### src/rtl/approx_mult_rr_scheduler_if.sv
// Bundle shared between the requesting lanes and the multiplier scheduler.
//   req_valid/req_ready  per-requester handshake, one bit per requester
//   req_x/req_y          8-bit operands per requester, packed; requester i uses [8i+7:8i]
//   req_approx           per-requester mode: 1 = l=4 approximate, 0 = exact
//   rsp_valid/rsp_ready  single response handshake
//   rsp_z/rsp_id/rsp_approx  product, issuing requester index, echoed mode
// master = requester/consumer side, slave = scheduler side.
interface approx_mult_rr_scheduler_if #(
  parameter int NUM_REQ = 4,
  parameter int ID_W    = 2
);
  logic [NUM_REQ-1:0]   req_valid;
  logic [NUM_REQ-1:0]   req_ready;
  logic [8*NUM_REQ-1:0] req_x;
  logic [8*NUM_REQ-1:0] req_y;
  logic [NUM_REQ-1:0]   req_approx;
  logic                 rsp_valid;
  logic                 rsp_ready;
  logic [15:0]          rsp_z;
  logic [ID_W-1:0]      rsp_id;
  logic                 rsp_approx;

  modport master (
    output req_valid, req_x, req_y, req_approx, rsp_ready,
    input  req_ready, rsp_valid, rsp_z, rsp_id, rsp_approx
  );

  modport slave (
    input  req_valid, req_x, req_y, req_approx, rsp_ready,
    output req_ready, rsp_valid, rsp_z, rsp_id, rsp_approx
  );
endinterface

### src/rtl/approx_mult_rr_scheduler.sv
// Round-robin scheduler in front of one shared 8x8 unsigned multiplier.
// Each request picks the exact product or the l=4 approximate product; the
// result comes back two cycles after the handshake, tagged with the requester id.
// Ports:
//   clk  rising-edge clock
//   rst  asynchronous active-high reset
//   bus  slave side of approx_mult_rr_scheduler_if (request and response handshakes)
module approx_mult_rr_scheduler #(
  parameter int NUM_REQ = 4,
  parameter int ID_W    = 2
) (
  input  logic                         clk,
  input  logic                         rst,
  approx_mult_rr_scheduler_if.slave    bus
);

  // Both pipeline stages move together whenever the output can take new data.
  logic adv;
  assign adv = !bus.rsp_valid || bus.rsp_ready;

  // ---------------- arbitration ----------------
  logic [ID_W-1:0] ptr_reg;
  logic [ID_W-1:0] ptr_next;
  logic [ID_W-1:0] win;
  logic            found;
  logic            hs;

  // Scan from ptr upward, wrapping at NUM_REQ; the first valid requester wins.
  always_comb begin
    logic [ID_W:0] cand;
    found = 1'b0;
    win   = '0;
    cand  = '0;
    for (int k = 0; k < NUM_REQ; k++) begin
      cand = {1'b0, ptr_reg} + (ID_W+1)'(k);
      if (cand >= (ID_W+1)'(NUM_REQ))
        cand = cand - (ID_W+1)'(NUM_REQ);
      if (!found && bus.req_valid[cand[ID_W-1:0]]) begin
        found = 1'b1;
        win   = cand[ID_W-1:0];
      end
    end
  end

  // A winner always has valid high, so a grant with adv is a handshake.
  assign hs       = found && adv && !rst;
  assign ptr_next = (win == ID_W'(NUM_REQ-1)) ? '0 : win + 1'b1;

  genvar gi;
  generate
    for (gi = 0; gi < NUM_REQ; gi++) begin : g_ready
      assign bus.req_ready[gi] = hs && (win == ID_W'(gi));
    end
  endgenerate

  // ---------------- stage 1: capture granted operands ----------------
  logic            s1_valid_reg;
  logic [7:0]      s1_x_reg;
  logic [7:0]      s1_y_reg;
  logic [ID_W-1:0] s1_id_reg;
  logic            s1_approx_reg;

  always_ff @(posedge clk or posedge rst) begin
    if (rst) begin
      ptr_reg       <= '0;
      s1_valid_reg  <= 1'b0;
      s1_x_reg      <= '0;
      s1_y_reg      <= '0;
      s1_id_reg     <= '0;
      s1_approx_reg <= 1'b0;
    end else if (adv) begin
      // A cycle without a handshake leaves a bubble in stage 1.
      s1_valid_reg <= hs;
      if (hs) begin
        ptr_reg       <= ptr_next;
        s1_x_reg      <= bus.req_x[8*win +: 8];
        s1_y_reg      <= bus.req_y[8*win +: 8];
        s1_id_reg     <= win;
        s1_approx_reg <= bus.req_approx[win];
      end
    end
  end

  // ---------------- stage 2: product ----------------
  // Partial-product rows p_k = y & {8{x[k]}} for the four low multiplicand bits;
  // the approximate scheme drops these rows and substitutes fixed correction terms.
  logic [7:0] p [4];
  generate
    for (gi = 0; gi < 4; gi++) begin : g_pp
      assign p[gi] = s1_y_reg & {8{s1_x_reg[gi]}};
    end
  endgenerate

  logic [15:0] z_exact;
  logic [11:0] z_high;
  logic [15:0] t1, t2, t3, t4;
  logic [15:0] z_approx;
  logic [15:0] z_next;

  always_comb begin
    z_exact  = {8'b0, s1_x_reg} * {8'b0, s1_y_reg};
    z_high   = {4'b0, s1_y_reg} * {8'b0, s1_x_reg[7:4]};
    t1       = {5'b0, (p[2][7] & p[3][6]), (p[2][7] ^ p[3][6]), p[1][7],
                (p[0][6] | p[1][5]), 7'b0};
    t2       = {5'b0, p[3][7], 1'b0, (p[2][6] & p[3][5]),
                (p[0][7] | p[1][6]), 7'b0};
    t3       = {7'b0, (p[2][6] | p[3][5]), (p[2][4] | p[3][3]), 7'b0};
    t4       = {8'b0, (p[2][5] | p[3][4]), 7'b0};
    // 16-bit sum: any carry past bit 15 is intentionally lost.
    z_approx = {z_high, 4'b0} + t1 + t2 + t3 + t4;
    z_next   = s1_approx_reg ? z_approx : z_exact;
  end

  always_ff @(posedge clk or posedge rst) begin
    if (rst) begin
      bus.rsp_valid  <= 1'b0;
      bus.rsp_z      <= '0;
      bus.rsp_id     <= '0;
      bus.rsp_approx <= 1'b0;
    end else if (adv) begin
      bus.rsp_valid <= s1_valid_reg;
      if (s1_valid_reg) begin
        bus.rsp_z      <= z_next;
        bus.rsp_id     <= s1_id_reg;
        bus.rsp_approx <= s1_approx_reg;
      end
    end
  end

endmodule

### src/flat_wrapper.sv
// flat-port wrapper written by rule: the top's interface ports become plain ports
module approx_mult_rr_scheduler_flat 
#(
  parameter int NUM_REQ = 4,
  parameter int ID_W    = 2
)
  (clk, rst, bus_req_valid, bus_req_x, bus_req_y, bus_req_approx, bus_rsp_ready, bus_req_ready, bus_rsp_valid, bus_rsp_z, bus_rsp_id, bus_rsp_approx);
  approx_mult_rr_scheduler_if #(.NUM_REQ(NUM_REQ), .ID_W(ID_W)) bus_i ();
  input  logic clk;
  input  logic rst;
  input wire logic [$bits(bus_i.req_valid)-1:0] bus_req_valid;
  input wire logic [$bits(bus_i.req_x)-1:0] bus_req_x;
  input wire logic [$bits(bus_i.req_y)-1:0] bus_req_y;
  input wire logic [$bits(bus_i.req_approx)-1:0] bus_req_approx;
  input wire logic [$bits(bus_i.rsp_ready)-1:0] bus_rsp_ready;
  output wire logic [$bits(bus_i.req_ready)-1:0] bus_req_ready;
  output wire logic [$bits(bus_i.rsp_valid)-1:0] bus_rsp_valid;
  output wire logic [$bits(bus_i.rsp_z)-1:0] bus_rsp_z;
  output wire logic [$bits(bus_i.rsp_id)-1:0] bus_rsp_id;
  output wire logic [$bits(bus_i.rsp_approx)-1:0] bus_rsp_approx;
  assign bus_i.req_valid = bus_req_valid;
  assign bus_i.req_x = bus_req_x;
  assign bus_i.req_y = bus_req_y;
  assign bus_i.req_approx = bus_req_approx;
  assign bus_i.rsp_ready = bus_rsp_ready;
  assign bus_req_ready = bus_i.req_ready;
  assign bus_rsp_valid = bus_i.rsp_valid;
  assign bus_rsp_z = bus_i.rsp_z;
  assign bus_rsp_id = bus_i.rsp_id;
  assign bus_rsp_approx = bus_i.rsp_approx;
  approx_mult_rr_scheduler #(.NUM_REQ(NUM_REQ), .ID_W(ID_W)) u_core (.clk(clk), .rst(rst), .bus(bus_i));
endmodule
### config.mk
export PLATFORM = sky130hd
export DESIGN_NAME = approx_mult_rr_scheduler_flat
export DESIGN_NICKNAME = d
export VERILOG_FILES = /design/src/rtl/approx_mult_rr_scheduler_if.sv /design/src/rtl/approx_mult_rr_scheduler.sv /design/src/flat_wrapper.sv
export SDC_FILE = /design/constraint.sdc
export NUM_CORES = 1
export LEC_CHECK = 0
export CAP_MARGIN = 20
export CORE_UTILIZATION = 40
export CTS_CLUSTER_SIZE = 40
export DETAILED_ROUTE_END_ITERATION = 12
export PLACE_DENSITY = 0.66
export REMOVE_ABC_BUFFERS = 1
export SLEW_MARGIN = 10
export SYNTH_ARGS = -nofsm -noshare
export SYNTH_HDL_FRONTEND = slang
export SYNTH_SLANG_ARGS = --single-unit
export TNS_END_PERCENT = 10
### constraint.sdc
create_clock -name clk -period 5.19 [get_ports clk]
set_input_delay 1.038 -clock clk [delete_from_list [all_inputs] [get_ports clk]]
set_output_delay 1.038 -clock clk [all_outputs]
set_load 0.1 [all_outputs]
Word-level counts from Yosys, hierarchy flattened
Cells that the tools add are included.

Flip-flop bits (word level): 42. Input port bits: 75. Output and inout port bits: 24. Logic and storage cells: 92.

Add/sub/neg operators: 12. $mul: 2. Order comparisons: 9. Equality and inequality tests: 3. Shift-type cells: 2. Muxes and demuxes: 24. Bitwise logic cells: 12. Reduce and logical (&&, ||, !) cells: 18.

Operator list (count): $shiftx A32 B6 Y8 (2); $add A16 B11 Y16 (2); $and A8 B8 Y8 (4); $mux W2 (9); $add A16 B8 Y16 (1); $add A16 B9 Y16 (1); $mul A8 B8 Y16 (1); $mux W16 (1); $lt A2 B3 Y1 const B (5); $mul A8 B4 Y12 (1); $bmux W1 S2 (5); $ge A3 B3 Y1 const B (3); $logic_and A1 B1 Y1 (9); $mux W1 (9); $sub A2 B1 Y2 const B (4); $add A2 B2 Y3 const B (2); $logic_not A1 Y1 (5); $or A1 B1 Y1 (5); $eq A2 B2 Y1 const B (2); $reduce_and A2 Y1 (2); $add A2 B1 Y3 const B (1); $ge A2 B3 Y1 const B (1); $add A2 B1 Y2 const B (1); $and A1 B1 Y1 (2); other kinds (4) (4).

Depth between registers and ports, before layout
Gate-level depths: netlist of run 1.

Depth after elaboration: 17. Depth in mapped cells: 21. Depth with buffers taken out: 21.

Least setup slack after synthesis of run 1
OpenSTA, ideal clock, no wires.

Path type: register -> register. Start: register u_core.s1_x_reg[6]. End: register u_core.bus.rsp_z[15]. Library setup time: 0.071 ns. Data arrival time: 4.907 ns. Data required time: 5.119 ns. Setup slack: 0.212 ns. Stages on the path, launching flop included: 22. Path buffers: 0. Clock period less this slack: 4.978 ns. Path through: dfrtp_1 > and2_1 > inv_1 > fa_1 > inv_1 > fa_1 > inv_1 > fa_1 > nand2b_1 > nand2b_1 > nand2_1 > a21oi_1 > fa_1 > ha_1 > ha_1 > ha_1 > nand2_1 > o21ai_0 > o31a_1 > o22ai_1 > or3_1 > nand3_1.

Cells in the longest elaborated chain, start to end: 6. Elaborated cells between the ends (all ways): 7. Those cells by class: 4 x add/sub; 2 x mul; 1 x mux.

Ends and longest elaborated chain: from (decl) (line approx_mult_rr_scheduler.sv:58) `logic [7:0] s1_x_reg;`; from (signal assigned) (line approx_mult_rr_scheduler.sv:76) `s1_x_reg <= bus.req_x[8*win +: 8];`; $mul A8 B4 Y12 (line approx_mult_rr_scheduler.sv:102) `z_high = {4'b0, s1_y_reg} * {8'b0, s1_x_reg[7:4]};`; $add A16 B11 Y16 (2 in a row) (line approx_mult_rr_scheduler.sv:110) `z_approx = {z_high, 4'b0} + t1 + t2 + t3 + t4;`; $add A16 B9 Y16 (line approx_mult_rr_scheduler.sv:110); $add A16 B8 Y16 (line approx_mult_rr_scheduler.sv:110); $mux W16 (*) (line approx_mult_rr_scheduler.sv:111) `z_next = s1_approx_reg ? z_approx : z_exact;`; to (signal assigned) (line approx_mult_rr_scheduler.sv:123) `bus.rsp_z <= z_next;`; to (decl) (line approx_mult_rr_scheduler_if.sv:30) `output req_ready, rsp_valid, rsp_z, rsp_id, rsp_approx`.

Every way passes the cells marked *; elsewhere a longest branch is shown, timed or not. A chain may end at the register's enable or synchronous reset.

Worst setup path after layout of run 1
Start: register u_core.s1_x_reg[6]. End: register u_core.bus.rsp_z[14].

The elaborated chain is that of the path after synthesis.

==> out/metrics.cfg, run 1 <==
[run_status]
outcome = finished, final reports clean

[final_layout]
diodes = 0
finalNonFillerCells = 915
drive_above_1_share = 0.0599
utilization = 0.514
syn_to_final_growth_pct = 25.5
largest_reg_flops = 16
nNetsFinal = 936

[timing]
fin_crit_sh = 0.950
slew-limit-headroom = 0.317
holdWs_ns = 0.481
drv_slew = 0
fmax_ghz = 0.203
post-route-min-period_ns = 4.93
final-setup-viol-count = 0
finalHoldViolCount = 0
skew_ns = 0.00854
tightest_slew_ns = 1.02

[drt]
ant_nets = 0
dr_wl_met2_um = 6960
drt_wl_total_um = 13700
avgViaCountPerCell = 5.15
wl_met1_um = 5940
remaining_drc_errors = 0
dr.pass1.iters = 4
dr.max_layer_used = met4
wl_per_cell_um = 15.0
via_count = 4710
drt_iter0_drc = 233
wl_met3_um = 501

[clock_network]
cts_root_buf = clkbuf_16
cts-hold-fix-buffers = 0
insertion_delay_ns = 0.30
clkTransAtPathRegs_ns = 0.06
numCtsBuffers = 5
cts_sinks = 42
cts_tree = built
ctsHtreeMaxLevel = 2
cts.path.max_buffers = 2

[global_routing]
grt_pass1_wl_um = 22500
first_global_vias = 4784
antenna_found_initial = 0
grt_max_degree = 43
track_usage = 0.195
grt-ovfl-total = 0

[place]
dpl.cell_count = 905
gp_congestion = 0.907
portBuffers = 98
hpwl_um = 11500

[synthesis]
yosys_warnings = 0
syn_inst = 637
synth_edf_count = 0
ys_async_sr_fraction = 1.00
yosysSeqAreaShare = 0.185
syn_area_sq_mm = 0.00567
synth-seq-cells = 42
ys_types = 49
ys.flop_type = dfrtp_1
synth.avg_cell_area_sq_um = 8.90

[die]
die-width_um = 121
rows = 43
die-area_sq_mm = 0.0146
core_area_sq_mm = 0.0138
die_y_um = 121
initial_core_util = 0.410
ioPinCount = 99

[critical_path]
crit_fanout = 8
cp-start-kind = flop
cp.arrival_ns = 5.11
r2r.worst_path.cells = 21
r2r-end = u_core.bus.rsp_z[14]
cp.required_ns = 5.36
worst_path_largest_cell_delay_ns = 0.51
r2r-start = u_core.s1_x_reg[6]
cp_cell_sequence = buf_4 -> and2_1 -> fa_1 -> inv_1 -> fa_1 -> inv_1 -> ha_4 -> xor2_1 -> fa_1 -> inv_1 -> fa_1 -> ha_1 -> ha_4 -> inv_1 -> fa_2 -> nor2b_2 -> nor3_2 -> o21bai_1 -> a21oi_1 -> xnor2_1 -> o21ai_1
cp_slowest_cell = fa_1
cp_top_family = adder cells
crit_type = reg2reg
rrSetupSlack_ns = 0.26
critPathCaptureType = flop
cp_num_buf_inv = 5
worstSetupStartpoint = u_core.s1_x_reg[6]
path_depth = 21

[run]
maxCapViolCount = 0

[min_path]
min_path_type = reg2reg
hold_depth = 2
holdPathEnd = u_core.bus.rsp_z[5]
hp-start = u_core.bus.rsp_z[5]

-- logic make-up after synthesis --
logic type,after synthesis,synth area share
buf+inv,108,0.0764
simple gates,179,0.156
mux,37,0.0653
xor+xnor,12,0.0185
compound gates,132,0.150
flops,42,0.185
fa+ha+maj,127,0.348
-- synth_stat cells (all sizes together), types with 3 or more instances --
cell type	n	area, sq um
inv	85	319
ha	76	951
nand2	75	282
fa	51	1020
and2	44	275
dfrtp	42	1050
mux2i	37	370
o21ai	33	165
a21oi	23	115
a21o	21	158
nor2	18	67.6
o22ai	18	113
clkbuf	17	63.8
nor3	9	50.1
o21a	8	60.1
nand2b	7	43.8
xnor2	7	61.3
a211oi	6	45.0
buf	6	50.0
nand3	6	30.0
xor2	5	43.8
o211ai	4	30.0
or3	4	25.0
and3	3	18.8
nor2b	3	18.8
o21bai	3	22.5
-- cells in the final DEF, fill, tap and decap left out, types with 5 or more instances in the layout --
| master | count |
|---|---|
| clkdlybuf4s50_1 | 94 |
| inv_1 | 85 |
| nand2_1 | 74 |
| ha_1 | 74 |
| fa_1 | 49 |
| and2_1 | 43 |
| dfrtp_1 | 41 |
| mux2i_1 | 37 |
| o21ai_0 | 30 |
| a21o_1 | 21 |
| a21oi_1 | 20 |
| nor2_1 | 18 |
| buf_4 | 18 |
| o22ai_1 | 17 |
| o21a_1 | 8 |
| nor3_1 | 7 |
| xnor2_1 | 7 |
| nand2b_1 | 7 |
| nand3_1 | 6 |
| a211oi_1 | 6 |
| xor2_1 | 5 |
| clkbuf_16 | 5 |
-- stage by stage --
stage	setup WS (ns)	setup TNS (ns)	instance area, sq um
6_report	0.257	0	7110
5_1_grt	-0.0183	-0.0183	7110
3_5_place_dp	0.0612	0	6860
2_1_floorplan	-0.728	-2.58	5550
3_3_place_gp	0.137	0	6860
4_1_cts	0.0380	0	7030
-- worst register-to-register path: cells and delay by family, from the launching register on --
kind / cells / cell delay [ns]
DFF: 1 / 0.38
and+or+nand+nor: 3 / 0.42
xor gates and xnor gates: 2 / 0.33
adders and majority gates: 8 / 2.96
buffers and inverters: 5 / 0.42
AOI/OAI and AO/OA: 3 / 0.30
-- what timing repair did --
item,in CTS,in global routing
setup buffers,0,1
setup endpoints to repair,0,5
gates resized for setup,0,18
-- layout make-up --
class	count	area [sq um]
Sequential cell	42	1050
Fill cell	1294	6720
Timing Repair Buffer	113	1090
Clock inverter	2	37.5
Tap cell	180	225
Inverter	85	319
Clock buffer	6	129
Multi-Input combinational cell	487	4260
-- routing by layer --
layer  GRT usage  vias up
li1            -     2334
met1       0.246     2244
met2       0.338      114
met3      0.0338       18
met4      0.0602        0
met5           0        -
-- worst max-delay path by stage --
stage / to / slack, ns
after floorplan: bus_req_ready[0] / -0.73
after global placement: u_core.bus.rsp_z[15] / 0.14
after global routing: u_core.bus.rsp_z[14] / -0.02
final: u_core.bus.rsp_z[14] / 0.26
after CTS: u_core.bus.rsp_z[15] / 0.04
after detailed placement: u_core.bus.rsp_z[15] / 0.06
Power of run 1 is not shown: default switching activity piles up to over one toggle a cycle in this logic, so the estimate is an artifact.
==> run 2, diff against run 1 <==
CORE_UTILIZATION = 48   (was 40)
PLACE_DENSITY = 0.77   (was 0.66)
SLEW_MARGIN = 20   (was 10)
==> run 2 against run 1 <==
Effect of this change:
- register-to-register slack worse by 0.11 ns
- sequential share of layout area about the same
- flip-flop and latch count stayed put
- utilization increased by 10 points
- clock skew fell by 0.0046 ns
- critical path depth down 1
- via count up 5.0%
- global-route usage is 5.2 points higher
- hold slack improved by 0.0059 ns
- routed wire length rose by 7.6%
- non-clock buffer count up 2
- first-iteration DRC count grew 27%
- critical endpoint is now u_core.bus.rsp_z[12]
==> out/metrics.cfg, run 2 (same netlist as run 1, synthesis figures left out) <==
[global_routing]
use_met1 = 0.310  ; +0.0635
grt_busiest_layer = met2
grt_max_degree = 43  ; unchanged
first_global_vias = 5076  ; +6.1%
gr-usage-met2 = 0.451  ; +0.113
grt-ovfl-total = 0  ; unchanged
met3_usage = 0.0306  ; -0.00322
grt_pass1_wl_um = 24500  ; +9.1%
antenna_found_initial = 0  ; unchanged
track_usage = 0.247  ; +0.0519

[critical_path]
cp.arrival_ns = 5.25  ; +0.14 ns
cp_slowest_cell = fa_1
critPathCaptureType = flop
cp_num_buf_inv = 5  ; unchanged
crit_type = reg2reg
worst_path_largest_cell_delay_ns = 0.54  ; +0.03 ns
crit_fanout = 6  ; -2
cp.required_ns = 5.39  ; +0.03 ns
cp_top_family = adder cells
cp-start-kind = flop
cp_cell_sequence = nand2_1 -> fa_1 -> inv_1 -> fa_1 -> inv_1 -> fa_2 -> xor2_1 -> fa_1 -> inv_1 -> fa_1 -> ha_1 -> ha_1 -> inv_1 -> fa_2 -> nor2b_2 -> buf_4 -> o21ai_0 -> nand2_1 -> o211ai_1 -> a31oi_1

[clock_network]
cts_root_buf = clkbuf_16
ctsHtreeMaxLevel = 2  ; unchanged
cts_tree = built
cts_sinks = 42  ; unchanged
insertion_delay_ns = 0.29  ; about the same
numCtsBuffers = 5  ; unchanged
cts.path.max_buffers = 2  ; unchanged
clkTransAtPathRegs_ns = 0.06  ; about the same

[timing]
drv_slew = 0  ; unchanged
final-setup-viol-count = 0  ; unchanged
fmax_ghz = 0.198  ; -2.3%
fin_crit_sh = 0.973  ; +0.0221
skew_ns = 0.00397  ; -0.00457 ns
slew-limit-headroom = 0.328  ; +0.0108
post-route-min-period_ns = 5.05  ; +0.115 ns
finalHoldViolCount = 0  ; unchanged
tightest_slew_ns = 1.00  ; -0.0162 ns
tns_ns = 0  ; unchanged

[die]
die-width_um = 111  ; -8.6%
rows = 39  ; -9.3%
die_y_um = 111  ; -8.6%
core_area_sq_mm = 0.0115  ; -17%
initial_core_util = 0.494  ; +0.0844
ioPinCount = 99  ; unchanged
die-area_sq_mm = 0.0122  ; -16%

[run]
maxCapViolCount = 0  ; unchanged

[final_layout]
syn_to_final_growth_pct = 25.1
final_cell_mix = 94 x clkdlybuf4s50_1, 85 x inv_1, 75 x nand2_1
nNetsFinal = 938  ; +0.21%
final_common_cell = clkdlybuf4s50_1
drive_above_1_share = 0.0651  ; +0.00526
diodes = 0  ; unchanged
largest_reg_flops = 16  ; unchanged

[drt]
drt_iter0_drc = 297  ; +27%
avgViaCountPerCell = 5.62  ; +9.2%
remaining_drc_errors = 0  ; unchanged
drt_wl_total_um = 14800  ; +7.6%
wl_per_cell_um = 16.8  ; +12%
via_count = 4947  ; +5.0%
dr.pass1.iters = 5  ; +1
ant_nets = 0  ; unchanged

[place]
portBuffers = 98  ; unchanged
hpwl_um = 12300  ; +6.8%
gp_congestion = 0.900  ; -0.69%

[min_path]
min_path_type = reg2reg

[run_status]
outcome = finished, final reports clean

==> run 2: cell count changes in the layout (fill, tap and decap cells not counted) <==
cell            change
ha_4                +1
nand2_1             +1
buf_4               +3
nand2b_1            -1
nand2_2             -1
ha_1                -1
nand2b_4            +1
dlymetal6s2s_1      -1
==> run 2: per-layer routing <==
metal | up-vias | part of all wire
li1 | 2344 | -
met3 | 28 | 0.045
met2 | 162 | 0.52
met4 | 0 | 0.019
met5 | - | 0
met1 | 2413 | 0.42
==> run 2: path summary, 6_finish.rpt <==
check	startpoint	to	slack, ns	cells past startpoint
max in group asynchronous	rst	u_core.s1_x_reg[5]	3.55	3
setup reg to reg	u_core.s1_x_reg[5]	u_core.bus.rsp_z[12]	0.14	20
hold reg to reg	u_core.bus.rsp_z[7]	u_core.bus.rsp_z[7]	0.49	2
hold / removal	u_core.bus.rsp_z[7]	u_core.bus.rsp_z[7]	0.49	2
setup / recovery	u_core.s1_x_reg[5]	u_core.bus.rsp_z[12]	0.14	20
min in group asynchronous	rst	u_core.s1_y_reg[4]	1.25	3
==> run 2: worst min-delay path, delay by kind of cell, from the launching register on <==
kind,cells,cell delay (ns)
AOI/OAI and AO/OA,1,0.06
DFF,1,0.35
and+or+nand+nor,1,0.04
==> run 2: what timing repair did <==
action                                  4_1_cts  5_1_grt
buffers inserted                              1        1
endpoints found under the setup margin        2        5
resized for setup                             2       17
hold buffers                                  0        0
==> run 2: area by class of cell <==
class                      instances  area (sq um)
tap                              143           179
timing repair buffer             115          1100
clock inverter                     2          37.5
inverter                          85           319
clock buffer                       6           129
sequential                        42          1050
multi-input combinational        487          4280
fill                             961          4380
==> run 2: metrics by stage <==
stage,cell area (sq um),setup WS [ns],std cells,utilization,hold WS [ns]
6_report,7090,0.142,880,0.618,0.487
3_5_place_dp,6830,-0.0751,870,0.596,0.462
5_1_grt,7090,-0.0282,880,0.618,0.510
2_1_floorplan,5550,-0.728,614,-,0.439
4_1_cts,7010,0.0200,879,0.611,0.487
3_3_place_gp,6830,0.135,870,0.596,0.460
Power of run 2 is left out for the same reason.
==> run 3, diff against run 2 <==
ABC_AREA = 0   (was default)
==> results of run 3 <==
Same layout as run 2: the final DEF is identical, and so are final timing and power.
Power of run 3 is left out for the same reason.
